==> config.mk <==
export PLATFORM = sky130hd
export DESIGN_NAME = writeback_stage
export DESIGN_NICKNAME = d
export VERILOG_FILES = /design/src/rtl/mips_pkg.sv /design/src/rtl/load_align.sv /design/src/rtl/writeback_stage.sv
export SDC_FILE = /design/constraint.sdc
export NUM_CORES = 1
export LEC_CHECK = 0
export CAP_MARGIN = 10
export CORE_ASPECT_RATIO = 1.75
export CORE_MARGIN = 1.5
export CORE_UTILIZATION = 50
export CTS_BUF_LIST = sky130_fd_sc_hd__clkbuf_16
export CTS_CLUSTER_SIZE = 16
export DETAILED_ROUTE_END_ITERATION = 6
export DONT_BUFFER_PORTS = 1
export SLEW_MARGIN = 5
export SYNTH_ARGS = -nofsm -noshare
export SYNTH_HDL_FRONTEND = slang
export SYNTH_SLANG_ARGS = --single-unit
==> constraint.sdc <==
create_clock -name CLK -period 3.8 [get_ports CLK]
set_input_delay 1.14 -clock CLK [delete_from_list [all_inputs] [get_ports CLK]]
set_output_delay 1.14 -clock CLK [all_outputs]
set_load 0.03 [all_outputs]
==> src/rtl/mips_pkg.sv <==
// Shared MIPS datapath widths, load-type encodings and the W-stage register bundle.
package mips_pkg;

    localparam int DATA_W     = 32;
    localparam int REG_ADDR_W = 5;
    localparam int LT_W       = 3;

    // Codes 101-111 are not named; consumers treat them as whole-word loads.
    typedef enum logic [LT_W-1:0] {
        LT_LW  = 3'b000,
        LT_LB  = 3'b001,
        LT_LBU = 3'b010,
        LT_LH  = 3'b011,
        LT_LHU = 3'b100
    } load_type_e;

    typedef struct packed {
        logic                  valid;
        logic                  reg_write;
        logic                  mem_to_reg;
        logic [REG_ADDR_W-1:0] write_reg;
        logic [DATA_W-1:0]     alu_out;
        logic [DATA_W-1:0]     read_data;
    } w_regs_t;

endpackage

==> src/rtl/load_align.sv <==
// Little-endian sub-word load extraction with sign/zero extension.
// Latency: purely combinational. Backpressure: none, no state.
// Handshake: none; output follows inputs in the same cycle.
module load_align
    import mips_pkg::*;
(
    input  logic [DATA_W-1:0] word,
    input  logic [1:0]        offset,
    input  logic [LT_W-1:0]   load_type,
    output logic [DATA_W-1:0] value
);

    logic [7:0]  byte_sel;
    logic [15:0] half_sel;

    always_comb begin
        byte_sel = word[7:0];
        case (offset)
            2'd0: byte_sel = word[7:0];
            2'd1: byte_sel = word[15:8];
            2'd2: byte_sel = word[23:16];
            2'd3: byte_sel = word[31:24];
            default: byte_sel = word[7:0];
        endcase
        // Misaligned halfwords simply drop offset bit 0.
        half_sel = offset[1] ? word[31:16] : word[15:0];
    end

    always_comb begin
        value = word;
        case (load_type)
            LT_LB:   value = {{24{byte_sel[7]}}, byte_sel};
            LT_LBU:  value = {24'd0, byte_sel};
            LT_LH:   value = {{16{half_sel[15]}}, half_sel};
            LT_LHU:  value = {16'd0, half_sel};
            default: value = word;
        endcase
    end

endmodule

==> src/rtl/writeback_stage.sv <==
// MIPS write-back stage: W pipeline registers, load alignment (WB_SUBWORD_LOAD_EN), retire counter.
// Latency: one rising edge from M inputs to A3/WE3/WD3; outputs are combinational from W regs.
// Backpressure: StallW holds every W register; FlushW inserts a bubble and wins over StallW.
module writeback_stage
    import mips_pkg::*;
(
    input  logic                  CLK,
    input  logic                  RST_N,
    input  logic                  StallW,
    input  logic                  FlushW,
    input  logic                  ValidM,
    input  logic                  RegWriteM,
    input  logic                  MemtoRegM,
    input  logic [REG_ADDR_W-1:0] WriteRegM,
    input  logic [DATA_W-1:0]     ALUOutM,
    input  logic [DATA_W-1:0]     ReadDataM,
    input  logic [LT_W-1:0]       LoadTypeM,
    output logic [REG_ADDR_W-1:0] A3,
    output logic                  WE3,
    output logic [DATA_W-1:0]     WD3,
    output logic                  ValidW,
    output logic [DATA_W-1:0]     RetireCount
);

    w_regs_t           w_q, w_d;
    logic [DATA_W-1:0] retire_count_q, retire_count_d;
    logic [DATA_W-1:0] load_val;
    logic              capture;

    assign capture = !FlushW && !StallW;

    always_comb begin
        w_d            = w_q;
        retire_count_d = retire_count_q;
        if (FlushW) begin
            // Bubble: only the control bits matter, data fields are left as they were.
            w_d.valid      = 1'b0;
            w_d.reg_write  = 1'b0;
            w_d.mem_to_reg = 1'b0;
        end else if (!StallW) begin
            w_d.valid      = ValidM;
            w_d.reg_write  = RegWriteM;
            w_d.mem_to_reg = MemtoRegM;
            w_d.write_reg  = WriteRegM;
            w_d.alu_out    = ALUOutM;
            w_d.read_data  = ReadDataM;
            if (ValidM) begin
                retire_count_d = retire_count_q + 32'd1;
            end
        end
    end

    always_ff @(posedge CLK) begin
        if (!RST_N) begin
            w_q            <= '0;
            retire_count_q <= '0;
        end else begin
            w_q            <= w_d;
            retire_count_q <= retire_count_d;
        end
    end

`ifdef WB_SUBWORD_LOAD_EN
    logic [LT_W-1:0] load_type_q, load_type_d;

    always_comb begin
        load_type_d = load_type_q;
        if (capture) begin
            load_type_d = LoadTypeM;
        end
    end

    always_ff @(posedge CLK) begin
        if (!RST_N) begin
            load_type_q <= '0;
        end else begin
            load_type_q <= load_type_d;
        end
    end

    load_align u_load_align (
        .word      (w_q.read_data),
        .offset    (w_q.alu_out[1:0]),
        .load_type (load_type_q),
        .value     (load_val)
    );
`else
    // Word-only build: the load-type port is kept for a common interface.
    logic unused_load_type;
    assign unused_load_type = ^{LoadTypeM, capture};
    assign load_val         = w_q.read_data;
`endif

    assign A3          = w_q.write_reg;
    assign WE3         = w_q.valid && w_q.reg_write && (w_q.write_reg != '0);
    assign WD3         = w_q.mem_to_reg ? load_val : w_q.alu_out;
    assign ValidW      = w_q.valid;
    assign RetireCount = retire_count_q;

endmodule

* After elaboration in Yosys (flattened, before gate mapping) *
Index checks and enable logic that the tools add are counted.

cells by class
  reduce and logical (&&, ||, !) cells = 6
  add/sub/neg operators = 1
  bitwise logic cells = 3
  mux-type cells = 1

operators by type and width
  cell                                                              number
  32-bit by 1-bit adder with 32-bit output (second input constant)  1
  32-bit 2-to-1 mux                                                 1
  5-bit nonzero test                                                1
  1-bit inverter                                                    3
  3-bit AND reduction                                               1
  1-bit logical AND                                                 2
  2-bit AND reduction                                               1
  2-bit OR reduction                                                1

storage, ports and cells
  word-level logic and storage cells = 18
  register bits = 104
  output and inout port bits = 71
  input port bits = 79

* Logic depth before layout (Yosys ltp) *
Gate-level depths: netlist of run 1.

  depth after elaboration = 2
  depth in mapped cells = 7
  mapped depth without buffers = 5

* Worst setup path before layout of run 1 *
OpenSTA, ideal clock, no wires.

  kind = input -> register
  start = input StallW
  end = register retire_count_q[26], in the netlist RetireCount[26]
  data arrival time = 2481 ps
  setup slack = 1248 ps
  setup time = 70 ps
  buffers on the path = 2
  stages = 6
  path through = buf_2 and4bb_2 buf_4 nand3_2 or4_2 a21oi_1

between the ends
  word-level cells in the longest chain between the ends = 2

ends and longest elaborated chain
  item                           RTL line               text
  start: declaration             writeback_stage.sv:9   input logic StallW,
  1-bit inverter (no line)       --
  3-bit AND reduction (no line)  --
  end signal: assignment         writeback_stage.sv:59  retire_count_q <= retire_count_d;
  end: declaration               writeback_stage.sv:26  logic [DATA_W-1:0] retire_count_q, retire_count_d;

Every way passes these cells.
A chain may end at the register's enable or synchronous reset.

* Worst setup path after layout of run 1 *
  start = register w_q (netlist bit A3[4])
  end = output WE3

between the ends
  word-level cells in the longest chain between the ends = 2

ends and longest elaborated chain
  item                      RTL line               text
  start: declaration        writeback_stage.sv:25  w_regs_t w_q, w_d;
  start signal: assignment  writeback_stage.sv:58  w_q <= w_d;
  5-bit nonzero test        writeback_stage.sv:95  assign WE3 = w_q.valid && w_q.reg_write && (w_q.write_reg != '0);
  1-bit logical AND         writeback_stage.sv:95
  end: declaration          writeback_stage.sv:19  output logic WE3,

Every way passes these cells.

==> run_results.csv, run 1 <==
group,metric,value,unit
power_and_ir_drop,internal_power,1.81,mW
grt,grt_pass1_vias,3231,
floorplan,coreArea,8730,sq um
routing,wl_met3,772,microns
floorplan,num_io_pins,150,
routing,ant_nets,0,
synthesis,synth_cell_types,40,
cts,post_cts_resize_count,0,
routing,viasPerCell,5.57,
floorplan,rows,45,
floorplan,die_x,74.7,microns
floorplan,initial_core_util,0.515,
grt,grt_max_degree,69,
final_layout,drive_above_1_share,0.129,
sta,relSlewSlack,0.514,
routing,wl_per_cell,16.2,microns
placement,dp_hpwl,7020,microns
sta,fmaxAchievable,0.355,GHz
power_and_ir_drop,p_per_area,487,nW/um^2
synthesis,syn_area,4490,sq um
cts,root_buffer,"clkbuf_16",
routing,firstDrtPassIters,6,
cts,cts_buffers,9,
power_and_ir_drop,seqPwrFrac,0.491,
setup_path,worst_setup_path_end_kind,"primary output",
outcome,status,"finished clean",
grt,grt_pass1_wl,15500,microns
grt,grt_usage,0.211,
routing,finalWirelength,10200,microns
routing,dr_wl_met2,5140,microns
cts,clockBufferDepth,2,
grt,gr-total-overflow,0,
sta,rsz0062_at_grt,"no",
synthesis,yosysWarnings,0,
power_and_ir_drop,p_switching,0.528,mW
sta,worst_pin_slew,727,ps
final_layout,finish.net_count,588,
floorplan,dieArea,9590,sq um
floorplan,die_h,128,microns
cts,clock-sinks,104,
sta,whs,452,ps
flow_run,drv_cap,0,
setup_path,cp.required,2660,ps
cts,clock_latency,340,ps
worst_hold_path,min_path_type,"register to register",
synthesis,synth.yosys.seq_area_share,0.463,
sta,fin_crit_sh,0.741,
synthesis,synth_nets,613,
sta,finalClockSkew,8.75,ps
setup_path,critPathMaxFanout,3,
final_layout,area_growth,6.96,%
power_and_ir_drop,clkPwrFrac,0.441,
placement,port_buffers,0,
cts,cts_hold_buf,0,
routing,drt_iter0_markers,201,
sta,fin_crit,2820,ps
routing,wirelength_met1,4050,microns
routing,highest_layer,"met4",
sta,fin_tns_setup,0,ps
power_and_ir_drop,vdd_drop_max,0.260,mV
final_layout,fillerInstances,851,
grt,antenna_found_initial,0,
sta,slew_viol_final,0,
placement,place.gp.congestion,0.780,
setup_path,path_class,"register to primary output",
cts,clkTransAtPathRegs,70,ps
synthesis,synth.avg_cell_area,8.43,sq um
power_and_ir_drop,p_sw_frac,0.225,
sta,hold_viol_final,0,
synthesis,ys_ff_latch,104,
synthesis,synthCells,533,
sta,setup_viol,0,
final_layout,n_antenna_cell,0,
setup_path,cp-start-kind,"register",
cts,postCtsSetupBuffers,0,
power_and_ir_drop,p_leak,1.69,nW
routing,drc_errors,0,
cts,cts-htree-levels,3,
setup_path,crit_arrival,1680,ps
power_and_ir_drop,comb_power_share,0.068,
routing,vias,3509,
cts,cts_tree,"yes",
[state kept, by name, summed over array words and instances (netlist names)]
name,flops
A3,5
RetireCount,32
ValidW,1
load_val,32
w_q,34
[area by class of cell]
| type | count | area (sq um) | share of cell area |
|---|---|---|---|
| clock buffers | 9 | 225 | 0.0469 |
| clock inverters | 7 | 111 | 0.0232 |
| inverters | 1 | 3.75 | 0.000781 |
| repair buffers | 6 | 57.6 | 0.0120 |
| flip-flops and latches | 104 | 2080 | 0.433 |
| multi-input cells | 386 | 2180 | 0.454 |
| well taps | 117 | 146 | 0.0305 |
[worst paths after layout]
path | endpoint | start | cells past startpoint | slack, ps
hold reg to reg | load_val[12] | load_val[12] | 2 | 450
setup / recovery | WE3 | A3[4] | 2 | 980
hold / removal | load_val[12] | load_val[12] | 2 | 450
setup reg to reg | RetireCount[26] | RetireCount[2] | 4 | 1420
[cells by family (layout without fill, tap and decap cells)]
family                   after synthesis  in the layout  share of synthesized area
XOR/XNOR                              10             10                     0.0195
adder cells (fa/ha/maj)                1              1                    0.00278
AND/OR/NAND/NOR                      230            230                      0.238
AO/OA/AOI/OAI                        106            106                      0.127
flip-flops                           104            104                      0.463
multiplexers                          39             39                     0.0958
buffers and inverters                 43             23                     0.0532
[cells in the mapped netlist, drive strengths merged]
cell type,number,area share
and3,4,0.0061
xor2,7,0.014
and4bb,1,0.0028
xnor2,3,0.0058
nor4,4,0.0056
or4,12,0.021
nand2,154,0.13
nand4,7,0.014
or2,1,0.0014
mux2,32,0.080
o21ai,6,0.0067
or3,7,0.0097
ha,1,0.0028
inv,1,0.00083
a21oi,86,0.096
clkbuf,28,0.023
buf,14,0.029
nand2b,4,0.0056
nor2,15,0.013
and2,2,0.0028
dfxtp,104,0.46
o21a,1,0.0017
o31a,1,0.0022
o31ai,11,0.018
nand3,14,0.017
and4,4,0.0081
nor3b,1,0.0028
mux2i,7,0.016
o311a,1,0.0022
[routing by layer]
metal | up-vias | global-route usage
met5 | - | 0
li1 | 1772 | -
met3 | 16 | 0.0673
met1 | 1615 | 0.235
met2 | 106 | 0.353
met4 | 0 | 0.105
[placed cells by master, fill, tap and decap left out, types with 2 or more instances in the layout]
master and instances:
nand2_1 154, xor2_1 7, and2_1 2, xnor2_1 3, o31ai_1 11, and3_1 2, nor4_1 4, bufinv_16 3
nand2b_1 4, or4_1 10, dfxtp_1 104, mux2i_1 7, mux2_2 32, or3_1 7, and4_1 3, a21oi_1 86
buf_4 5, nand3_1 13, nor2_1 14, and3_2 2, clkbuf_16 9, nand4_1 5, o21ai_0 6
[worst max-delay path, stage by stage (launching register included)]
cell,delay [ps]
dfxtp_1,420
or3_1,470
o311a_1,450
[metrics by stage]
step / power [mW] / worst slack, ps / util / instance area, sq um / instances
final: 2.34 / 983 / 0.551 / 4810 / 630
after global routing: 2.43 / 926 / 0.551 / 4810 / 630
after CTS: 2.37 / 954 / 0.551 / 4810 / 630
after detailed placement: 1.34 / 1210 / 0.512 / 4470 / 614
after global placement: 1.33 / 1230 / 0.512 / 4470 / 614
after floorplan: 1.31 / 1250 / - / 4490 / 533
[power groups by stage]
stage / clock network (mW) / logic (mW) / registers [mW]
finish: 1.03 / 0.158 / 1.15
floorplan: 0 / 0.148 / 1.16
global placement: 0 / 0.157 / 1.17
global route: 1.10 / 0.174 / 1.15
CTS: 1.06 / 0.161 / 1.15
detailed placement: 0 / 0.160 / 1.17
Power figures use the tool's default switching activity.
==> inputs of run 2 (changes only) <==
==> constraint.sdc (replaced) <==
create_clock -name CLK -period 2.7 [get_ports CLK]
set_input_delay 0.81 -clock CLK [delete_from_list [all_inputs] [get_ports CLK]]
set_output_delay 0.81 -clock CLK [all_outputs]
set_load 0.03 [all_outputs]
==> run_results.csv, run 2 (same netlist as run 1, synthesis figures left out) <==
group,metric,value,unit
setup_path,r2r_setup_slack,500,ps
floorplan,die_x,74.7,microns
cts,cts_buffers,9,
floorplan,rows,45,
routing,wl_per_cell,16.1,microns
final_layout,largest_reg_flops,34,
final_layout,n_antenna_cell,0,
cts,cts-htree-levels,3,
grt,grt_usage,0.219,
grt,grt_pass1_wl,16200,microns
grt,gr-total-overflow,0,
setup_path,path_class,"register to primary output",
sta,hold_viol_final,0,
floorplan,coreArea,8730,sq um
grt,antenna_found_initial,0,
grt,grt_max_degree,56,
sta,fin_crit_sh,0.924,
cts,post_cts_resize_count,0,
routing,vias,3607,
sta,layout_setup_ws,204,ps
final_layout,top_register,"w_q",
sta,rsz0062_at_grt,"no",
routing,firstDrtPassIters,4,
sta,fmaxAchievable,0.401,GHz
power_and_ir_drop,p_per_area,617,nW/um^2
sta,slew_viol_final,0,
power_and_ir_drop,vdd_drop_max,0.303,mV
routing,drt_iter0_markers,134,
routing,drc_errors,0,
outcome,status,"finished clean",
routing,viasPerCell,5.57,
placement,place_inst,631,
worst_hold_path,whs_path_depth,2,
sta,fin_crit,2500,ps
cts,clock-sinks,104,
cts,clock_latency,340,ps
final_layout,finish.net_count,605,
setup_path,r2r_cells,5,
floorplan,die_h,128,microns
flow_run,drv_cap,0,
placement,place.gp.congestion,0.839,
setup_path,cp.required,1890,ps
setup_path,cp-start-kind,"register",
cts,clockBufferDepth,2,
cts,root_buffer,"clkbuf_16",
power_and_ir_drop,p_leak,1.74,nW
setup_path,cp-startpoint,"A3[4]",
sta,fin_tns_setup,0,ps
grt,grt_pass1_vias,3488,
placement,dp_slack,456,ps
setup_path,worst_setup_path_end_kind,"primary output",
cts,postCtsSetupBuffers,0,
cts,clkTransAtPathRegs,70,ps
cts,cts_hold_buf,0,
sta,relSlewSlack,0.535,
final_layout,area_growth,8.21,%
sta,finalClockSkew,4.20,ps
sta,worst_pin_slew,697,ps
final_layout,drive_above_1_share,0.155,
final_layout,final_cells,647,
setup_path,cp-endpoint,"WE3",
setup_path,critPathMaxFanout,3,
setup_path,worstReg2RegStart,"RetireCount[0]",
floorplan,dieArea,9590,sq um
floorplan,initial_core_util,0.515,
cts,cts_tree,"yes",
routing,finalWirelength,10400,microns
sta,setup_viol,0,
routing,ant_nets,0,
setup_path,crit_arrival,1690,ps
placement,dp_hpwl,7290,microns
floorplan,num_io_pins,150,
placement,port_buffers,0,
final_layout,layout_commonest_cell,"nand2_1",
final_layout,mostFrequentLayoutCells,"154 x nand2_1, 104 x dfxtp_1, 86 x a21oi_1",
worst_hold_path,min_path_type,"register to register",
setup_path,rr_endpoint,"RetireCount[26]",
-- run 2: routing by layer --
| layer | GRT usage | vias up | part of all wire |
|---|---|---|---|
| met5 | 0 | - | 0 |
| met3 | 0.0861 | 16 | 0.080 |
| met4 | 0.0984 | 0 | 0.023 |
| met1 | 0.230 | 1680 | 0.38 |
| met2 | 0.378 | 109 | 0.52 |
| li1 | - | 1802 | - |
-- run 2: worst min path at each step --
stage / slack (ps) / start / endpoint
final: 450 / w_q[33] / w_q[33]
after global routing: 470 / w_q[62] / w_q[62]
after CTS: 450 / w_q[46] / w_q[46]
after detailed placement: 440 / w_q[46] / w_q[46]
after global placement: 440 / load_val[10] / load_val[10]
after floorplan: 430 / w_q[49] / w_q[49]
-- run 2: worst max-delay path, cell delays in order, from the launching register on --
cell     delay, ps
dfxtp_1        420
or3_1          470
o311a_1        450
-- run 2: stage by stage --
stage	hold WS, ps	util	power [mW]	instance area [sq um]
finish	451	0.557	3.00	4860
global placement	440	0.527	1.87	4600
CTS	455	0.557	3.05	4860
detailed placement	445	0.527	1.88	4600
global route	472	0.557	3.14	4860
floorplan	431	-	1.85	4490
-- run 2: cell type report --
class | count | area [sq um]
Clock buffer | 9 | 225
Clock inverter | 7 | 40.0
Fill cell | 845 | 3860
Inverter | 1 | 3.75
Multi-Input combinational cell | 386 | 2180
Sequential cell | 104 | 2080
Tap cell | 117 | 146
Timing Repair Buffer | 23 | 185
-- run 2: where the power goes --
part / internal (mW) / leakage (nW) / switching, mW
registers: 1.58 / 0.846 / 0.0354
clock network: 0.615 / 0.128 / 0.542
logic: 0.0699 / 0.767 / 0.155
total: 2.27 / 1.74 / 0.733
